### config.mk
export PLATFORM = sky130hd
export DESIGN_NAME = seven_seg_scan_driver
export DESIGN_NICKNAME = d
export VERILOG_FILES = /design/src/rtl/seven_seg_scan_driver.sv
export SDC_FILE = /design/constraint.sdc
export NUM_CORES = 1
export LEC_CHECK = 0
export BUFFER_PORTS_ARGS = -buffer_cell sky130_fd_sc_hd__buf_2
export CAP_MARGIN = 20
export CORE_AREA = 10 10 95 114
export CTS_BUF_LIST = sky130_fd_sc_hd__clkbuf_8 sky130_fd_sc_hd__clkbuf_16
export DETAILED_ROUTE_END_ITERATION = 16
export DIE_AREA = 0 0 105 124
export HOLD_SLACK_MARGIN = 0.1
export PLACE_DENSITY = 0.68
export SKIP_LAST_GASP = 1
export SYNTH_ARGS = -nofsm -noshare
export SYNTH_HDL_FRONTEND = slang
export SYNTH_SLANG_ARGS = --single-unit
### constraint.sdc
create_clock -name clk -period 5.35 [get_ports clk]
set_input_delay 1.07 -clock clk [delete_from_list [all_inputs] [get_ports clk]]
set_output_delay 1.07 -clock clk [all_outputs]
set_load 0.03 [all_outputs]
### src/rtl/seven_seg_scan_driver.sv
// Time-multiplexed common-anode hex 7-segment scan driver with double-buffered data,
// guard blanking between digits and per-digit blank/dp masks. Optional macro: LEADING_ZERO_SUPPRESS_EN.
module seven_seg_scan_driver #(
    parameter int NUM_DIGITS     = 4,
    parameter int PRESCALE       = 50000,
    parameter int GUARD_CYCLES   = 2,
    parameter int SEG_ACTIVE_LOW = 1,
    parameter int AN_ACTIVE_LOW  = 1
) (
    input  logic                      clk,
    input  logic                      rst_n,
    input  logic [4*NUM_DIGITS-1:0]   value,
    input  logic                      load,
    input  logic [NUM_DIGITS-1:0]     blank_mask,
    input  logic [NUM_DIGITS-1:0]     dp_mask,
    output logic [6:0]                seg,
    output logic                      dp,
    output logic [NUM_DIGITS-1:0]     an,
    output logic                      frame_done
);

    localparam int GW = (GUARD_CYCLES > 1) ? $clog2(GUARD_CYCLES) : 1;
    localparam int PW = (PRESCALE > 1) ? $clog2(PRESCALE) : 1;
    localparam int IW = (NUM_DIGITS > 1) ? $clog2(NUM_DIGITS) : 1;

    localparam logic [6:0]            SEG_OFF = (SEG_ACTIVE_LOW != 0) ? 7'h7F : 7'h00;
    localparam logic                  DP_OFF  = (SEG_ACTIVE_LOW != 0) ? 1'b1 : 1'b0;
    localparam logic [NUM_DIGITS-1:0] AN_OFF  = (AN_ACTIVE_LOW != 0) ? {NUM_DIGITS{1'b1}}
                                                                     : {NUM_DIGITS{1'b0}};

    typedef enum logic [0:0] {
        ST_BLANK = 1'b0,
        ST_SHOW  = 1'b1
    } state_t;

    function automatic logic [6:0] glyph(input logic [3:0] hex);
        logic [6:0] g;
        case (hex)
            4'h0:    g = 7'b1111110;
            4'h1:    g = 7'b0110000;
            4'h2:    g = 7'b1101101;
            4'h3:    g = 7'b1111001;
            4'h4:    g = 7'b0110011;
            4'h5:    g = 7'b1011011;
            4'h6:    g = 7'b1011111;
            4'h7:    g = 7'b1110000;
            4'h8:    g = 7'b1111111;
            4'h9:    g = 7'b1111011;
            4'hA:    g = 7'b1110111;
            4'hB:    g = 7'b0011111;
            4'hC:    g = 7'b1001110;
            4'hD:    g = 7'b0111101;
            4'hE:    g = 7'b1001111;
            4'hF:    g = 7'b1000111;
            default: g = 7'b0000000;
        endcase
        return g;
    endfunction

    state_t                  state_r, state_s;
    logic [GW-1:0]           guard_cnt_r, guard_cnt_s;
    logic [PW-1:0]           pre_cnt_r, pre_cnt_s;
    logic [IW-1:0]           digit_idx_r, digit_idx_s;
    logic                    wrap_s;

    logic [4*NUM_DIGITS-1:0] pend_value_r, shd_value_r;
    logic [NUM_DIGITS-1:0]   pend_blank_r, shd_blank_r;
    logic [NUM_DIGITS-1:0]   pend_dp_r, shd_dp_r;
    logic                    pend_valid_r;

    logic [6:0]              seg_r, seg_s;
    logic                    dp_r, dp_s;
    logic [NUM_DIGITS-1:0]   an_r, an_s;
    logic                    frame_done_r;
    logic                    suppress_s;

    // Next-state logic for the BLANK/SHOW scan sequencer and its counters.
    always_comb begin
        state_s     = state_r;
        guard_cnt_s = guard_cnt_r;
        pre_cnt_s   = pre_cnt_r;
        digit_idx_s = digit_idx_r;
        wrap_s      = 1'b0;
        case (state_r)
            ST_BLANK: begin
                if (guard_cnt_r == GW'(GUARD_CYCLES - 1)) begin
                    state_s     = ST_SHOW;
                    guard_cnt_s = {GW{1'b0}};
                    pre_cnt_s   = {PW{1'b0}};
                end else begin
                    guard_cnt_s = guard_cnt_r + GW'(1);
                end
            end
            ST_SHOW: begin
                if (pre_cnt_r == PW'(PRESCALE - 1)) begin
                    state_s     = ST_BLANK;
                    pre_cnt_s   = {PW{1'b0}};
                    guard_cnt_s = {GW{1'b0}};
                    if (digit_idx_r == IW'(NUM_DIGITS - 1)) begin
                        digit_idx_s = {IW{1'b0}};
                        wrap_s      = 1'b1;
                    end else begin
                        digit_idx_s = digit_idx_r + IW'(1);
                    end
                end else begin
                    pre_cnt_s = pre_cnt_r + PW'(1);
                end
            end
            default: begin
                state_s     = ST_BLANK;
                guard_cnt_s = {GW{1'b0}};
                pre_cnt_s   = {PW{1'b0}};
                digit_idx_s = {IW{1'b0}};
            end
        endcase
    end

`ifdef LEADING_ZERO_SUPPRESS_EN
    // Digit k>=1 goes dark when it and every more-significant digit are zero.
    always_comb begin
        logic [NUM_DIGITS-1:0] lz_mask;
        logic                  all_zero;
        lz_mask  = {NUM_DIGITS{1'b0}};
        all_zero = 1'b1;
        for (int k = NUM_DIGITS - 1; k >= 1; k--) begin
            all_zero   = all_zero & (shd_value_r[4*k +: 4] == 4'h0);
            lz_mask[k] = all_zero;
        end
        suppress_s = lz_mask[digit_idx_r];
    end
`else
    assign suppress_s = 1'b0;
`endif

    // Output pattern for the state being entered; shadow data only changes entering BLANK.
    always_comb begin
        seg_s = SEG_OFF;
        dp_s  = DP_OFF;
        an_s  = AN_OFF;
        if (state_s == ST_SHOW) begin
            seg_s = suppress_s ? SEG_OFF : (glyph(shd_value_r[4*int'(digit_idx_r) +: 4]) ^ SEG_OFF);
            dp_s  = shd_dp_r[digit_idx_r] ? ~DP_OFF : DP_OFF;
            an_s  = shd_blank_r[digit_idx_r] ? AN_OFF
                                             : ((NUM_DIGITS'(1'b1) << digit_idx_r) ^ AN_OFF);
        end else begin
            seg_s = SEG_OFF;
            dp_s  = DP_OFF;
            an_s  = AN_OFF;
        end
    end

    // Sequencer state, counters and registered pin outputs.
    always_ff @(posedge clk or negedge rst_n) begin
        if (!rst_n) begin
            state_r      <= ST_BLANK;
            guard_cnt_r  <= {GW{1'b0}};
            pre_cnt_r    <= {PW{1'b0}};
            digit_idx_r  <= {IW{1'b0}};
            seg_r        <= SEG_OFF;
            dp_r         <= DP_OFF;
            an_r         <= AN_OFF;
            frame_done_r <= 1'b0;
        end else begin
            state_r      <= state_s;
            guard_cnt_r  <= guard_cnt_s;
            pre_cnt_r    <= pre_cnt_s;
            digit_idx_r  <= digit_idx_s;
            seg_r        <= seg_s;
            dp_r         <= dp_s;
            an_r         <= an_s;
            frame_done_r <= wrap_s;
        end
    end

    // Pending/shadow double buffer; a load landing on the wrap edge bypasses to shadow.
    always_ff @(posedge clk or negedge rst_n) begin
        if (!rst_n) begin
            pend_value_r <= {(4*NUM_DIGITS){1'b0}};
            pend_blank_r <= {NUM_DIGITS{1'b0}};
            pend_dp_r    <= {NUM_DIGITS{1'b0}};
            pend_valid_r <= 1'b0;
            shd_value_r  <= {(4*NUM_DIGITS){1'b0}};
            shd_blank_r  <= {NUM_DIGITS{1'b0}};
            shd_dp_r     <= {NUM_DIGITS{1'b0}};
        end else if (wrap_s) begin
            pend_valid_r <= 1'b0;
            if (load) begin
                shd_value_r <= value;
                shd_blank_r <= blank_mask;
                shd_dp_r    <= dp_mask;
            end else if (pend_valid_r) begin
                shd_value_r <= pend_value_r;
                shd_blank_r <= pend_blank_r;
                shd_dp_r    <= pend_dp_r;
            end else begin
                shd_value_r <= shd_value_r;
            end
        end else if (load) begin
            pend_value_r <= value;
            pend_blank_r <= blank_mask;
            pend_dp_r    <= dp_mask;
            pend_valid_r <= 1'b1;
        end else begin
            pend_valid_r <= pend_valid_r;
        end
    end

    assign seg        = seg_r;
    assign dp         = dp_r;
    assign an         = an_r;
    assign frame_done = frame_done_r;

endmodule

==> run_results.csv <==
group,metric,value,unit
run_status,status,"completed",
global_route,grt_remaining_overflow,0,
cells_and_area,final_nets,434,
yosys,ys_async_sr_fraction,100,%
critical_path,r2r-end,"pend_blank_r[1]",
critical_path,worstSetupPathType,"flop to flop",
die,core_area,8520,um^2
die,die_h,124,um
sta,clock_skew,0.0168,ns
sta,tightest_slew,0.830,ns
power_and_ir_drop,total_power,0.00122,W
die,die_width,105,um
power_and_ir_drop,p_sw_share,26.9,%
routing,vias,3007,
hold_path,hp-class,"flop to flop",
cells_and_area,fillers,767,
sta,setup_viol,0,
power_and_ir_drop,netSwitchingPower,0.000327,W
critical_path,r2r_cells,6,
placed_design,place_inst,501,
cts,clk_pin_slew_worst_paths,0.09,ns
die,initial_utilization,49.0,%
critical_path,rrSetupSlack,2.61,ns
sta,fin_tns_setup,0,ns
cells_and_area,diodes,0,
cts,root_buffer,"clkbuf_8",
routing,drt_iter0_drc,239,
cts,cts_setup_buffers,0,
yosys,synth_area_per_cell,11.4,um^2
power_and_ir_drop,ir_drop,170,uV
global_route,grt_usage,13.6,%
cells_and_area,design_area,4640,um^2
cts,htree_levels,3,
yosys,yosysTopAreaCell,"dfrtp_1",
yosys,syn_nets,406,
cells_and_area,ff_latch_area,2070,um^2
die,rows,37,
yosys,yosysSeqAreaShare,49.5,%
sta,fmax,0.365,GHz
global_route,grt_pass1_vias,2893,
routing,ant_nets,0,
die,ioPinCount,40,
cts,cts_hold_buffers,0,
global_route,grt_pass1_wl,14600,um
yosys,synth_xor_area_share,0.839,%
placed_design,dp_hpwl,5940,um
routing,viasPerCell,5.81,
routing,drt_wl_total,8720,um
placed_design,place_congestion,0.810,
sta,grt_setup_unrepaired,"false",
cts,cts_sinks,82,
routing,drc,0,
critical_path,cp-start-kind,"flop",
die,dieArea,13000,um^2
yosys,synth_edf_count,0,
cells_and_area,multi_input_area,1960,um^2
cells_and_area,stdcell_count,518,
cts,cts_resized,0,
power_and_ir_drop,clockPowerShare,33.9,%
critical_path,cp-end-kind,"flop",
critical_path,r2r_start,"pre_cnt_r[4]",
critical_path,startpoint,"pre_cnt_r[4]",
critical_path,crit_required,5.59,ns
yosys,syn_area,4180,um^2
yosys,syn_inst,368,
cts,clock_latency,0.37,ns
yosys,muxShareOfSynthArea,13.2,%
placed_design,port_buffers,39,
flow_run,maxCapViolCount,0,
critical_path,worstPathArrival,2.98,ns
power_and_ir_drop,p_int,0.000890,W
routing,wl_per_cell,16.8,um
sta,finalCriticalPeriod,2.74,ns
cells_and_area,area_growth,11.0,%
global_route,antenna_found_initial,0,
power_and_ir_drop,p_leak,2.02,nW
yosys,yosys.cell_types.count,46,
yosys,ys.flop_type,"dfrtp_1",
cts,cts_tree,"yes",
power_and_ir_drop,comb_power_share,10.8,%
sta,slew_viol_final,0,
cts,cts_buffers,9,
sta,hold_viol_final,0,
power_and_ir_drop,p_seq_share,55.3,%
yosys,yosys.area_share.simple,12.6,%
routing,firstDrtPassIters,5,
yosys,synth_fa_ha_area_share,3.29,%
yosys,synth_seq_cells,82,
critical_path,critical_path_peak_fanout,24,
cells_and_area,drive_gt1_share,26.7,%
yosys,synthTopCellsByArea,"dfrtp_1 (42%), dfstp_2 (7.5%), mux2_4 (7.2%)",
placed_design,placed_area,4430,um^2
global_route,grt_max_degree,83,
yosys,yosys_warnings,0,
yosys,synth_top_family_by_area,"compound AO/OA/AOI/OAI gates",
yosys,synth_compound_area_share,17.0,%
sta,slew_headroom,44.6,%
sta,post-route-period-util,51.2,%
cts,cts_buffer_depth,2,
yosys,synth_top_area_share,41.9,%
power_and_ir_drop,p_per_area,262,nW/um^2
critical_path,endpoint,"pend_blank_r[1]",
-- critical path, cell delays in order, from the launching register on --
cell and delay (ns):
dfrtp_1 0.42, or4b_1 0.65, nor4_4 0.52, and2_1 0.35
nor2_2 0.05, buf_4 0.28, mux2_4 0.34
-- power by group through the flow --
stage	Sequential, W	Combinational (W)	Clock (W)
floorplan	0.000691	0.0000787	0
global placement	0.000684	0.000128	0
detailed placement	0.000684	0.000131	0
CTS	0.000673	0.000132	0.000424
global route	0.000677	0.000146	0.000453
finish	0.000673	0.000132	0.000412
-- cell type report --
type                            count  share of cell area [%]
Clock inverter                      7                    1.16
Inverter                            7                   0.567
Multi-Input combinational cell    252                    42.3
Sequential cell                    82                    44.6
Timing Repair Buffer               44                    5.59
Clock buffer                        9                    2.67
Tap cell                          117                    3.16
-- cells in the mapped netlist (all sizes together) (2+ instances only) --
library cell,instances
a21o,4
a21oi,9
a22oi,2
a31oi,23
and2,21
and3,2
and4,4
buf,7
clkbuf,20
dfrtp,70
dfstp,12
ha,11
inv,7
mux2,26
mux2i,5
mux4,6
nand2,24
nand3,12
nand4,6
nor2,9
nor2b,2
nor3,5
nor3b,3
nor4,2
o21ai,28
o221ai,2
o22ai,7
o2bb2ai,20
o31ai,4
o41ai,2
or4b,2
xor2,4
-- sequential cells by signal (all words and copies together) (netlist names) --
signal / cells
pend_value_r: 16
shd_value_r: 16
frame_done: 1
pend_blank_r: 4
dp: 1
pre_cnt_r: 16
pend_valid_r: 1
seg: 7
shd_dp_r: 4
shd_blank_r: 4
pend_dp_r: 4
digit_idx_r: 2
state_r: 1
an: 4
guard_cnt_r: 1
-- per-stage QoR --
| stage | setup slack [ns] | util, % | hold WS, ns |
|---|---|---|---|
| 2_1_floorplan | 2.97 | - | 0.451 |
| 3_3_place_gp | 2.42 | 51.9 | 0.460 |
| 3_5_place_dp | 2.40 | 52.0 | 0.467 |
| 4_1_cts | 2.60 | 54.1 | 0.486 |
| 5_1_grt | 2.48 | 54.4 | 0.490 |
| 6_report | 2.61 | 54.4 | 0.480 |
-- cell usage in the layout, fill, tap and decap left out, types with 8 or more instances in the layout --
master	instances
ha_1	11
dfrtp_1	70
and2_1	21
o2bb2ai_1	20
nand3_1	12
nand2_1	24
mux2_4	20
a31oi_1	23
a21oi_1	9
dfstp_2	12
nor2_1	8
buf_2	38
o21ai_0	27
clkbuf_8	9
-- how the worst min path moves through the flow --
stage | startpoint | end | cells after the start
floorplan | guard_cnt_r | guard_cnt_r | 1
global placement | guard_cnt_r | guard_cnt_r | 1
detailed placement | guard_cnt_r | guard_cnt_r | 1
CTS | guard_cnt_r | guard_cnt_r | 1
global route | guard_cnt_r | guard_cnt_r | 1
finish | guard_cnt_r | guard_cnt_r | 1
-- cell families after synthesis --
kind of cell / count (synthesis)
AOI/OAI and AO/OA: 106
xor gates and xnor gates: 4
DFF: 82
buffers and inverters: 34
muxes: 37
adders and majority gates: 11
and+or+nand+nor: 94
-- metal layers --
metal	wire length, um	up-vias	track usage (%)
met5	0	-	0
met4	119	0	5.41
met3	415	14	3.41
met2	4180	76	21.6
met1	4010	1482	17.6
li1	-	1435	-
(Power assumes the default switching activity.)
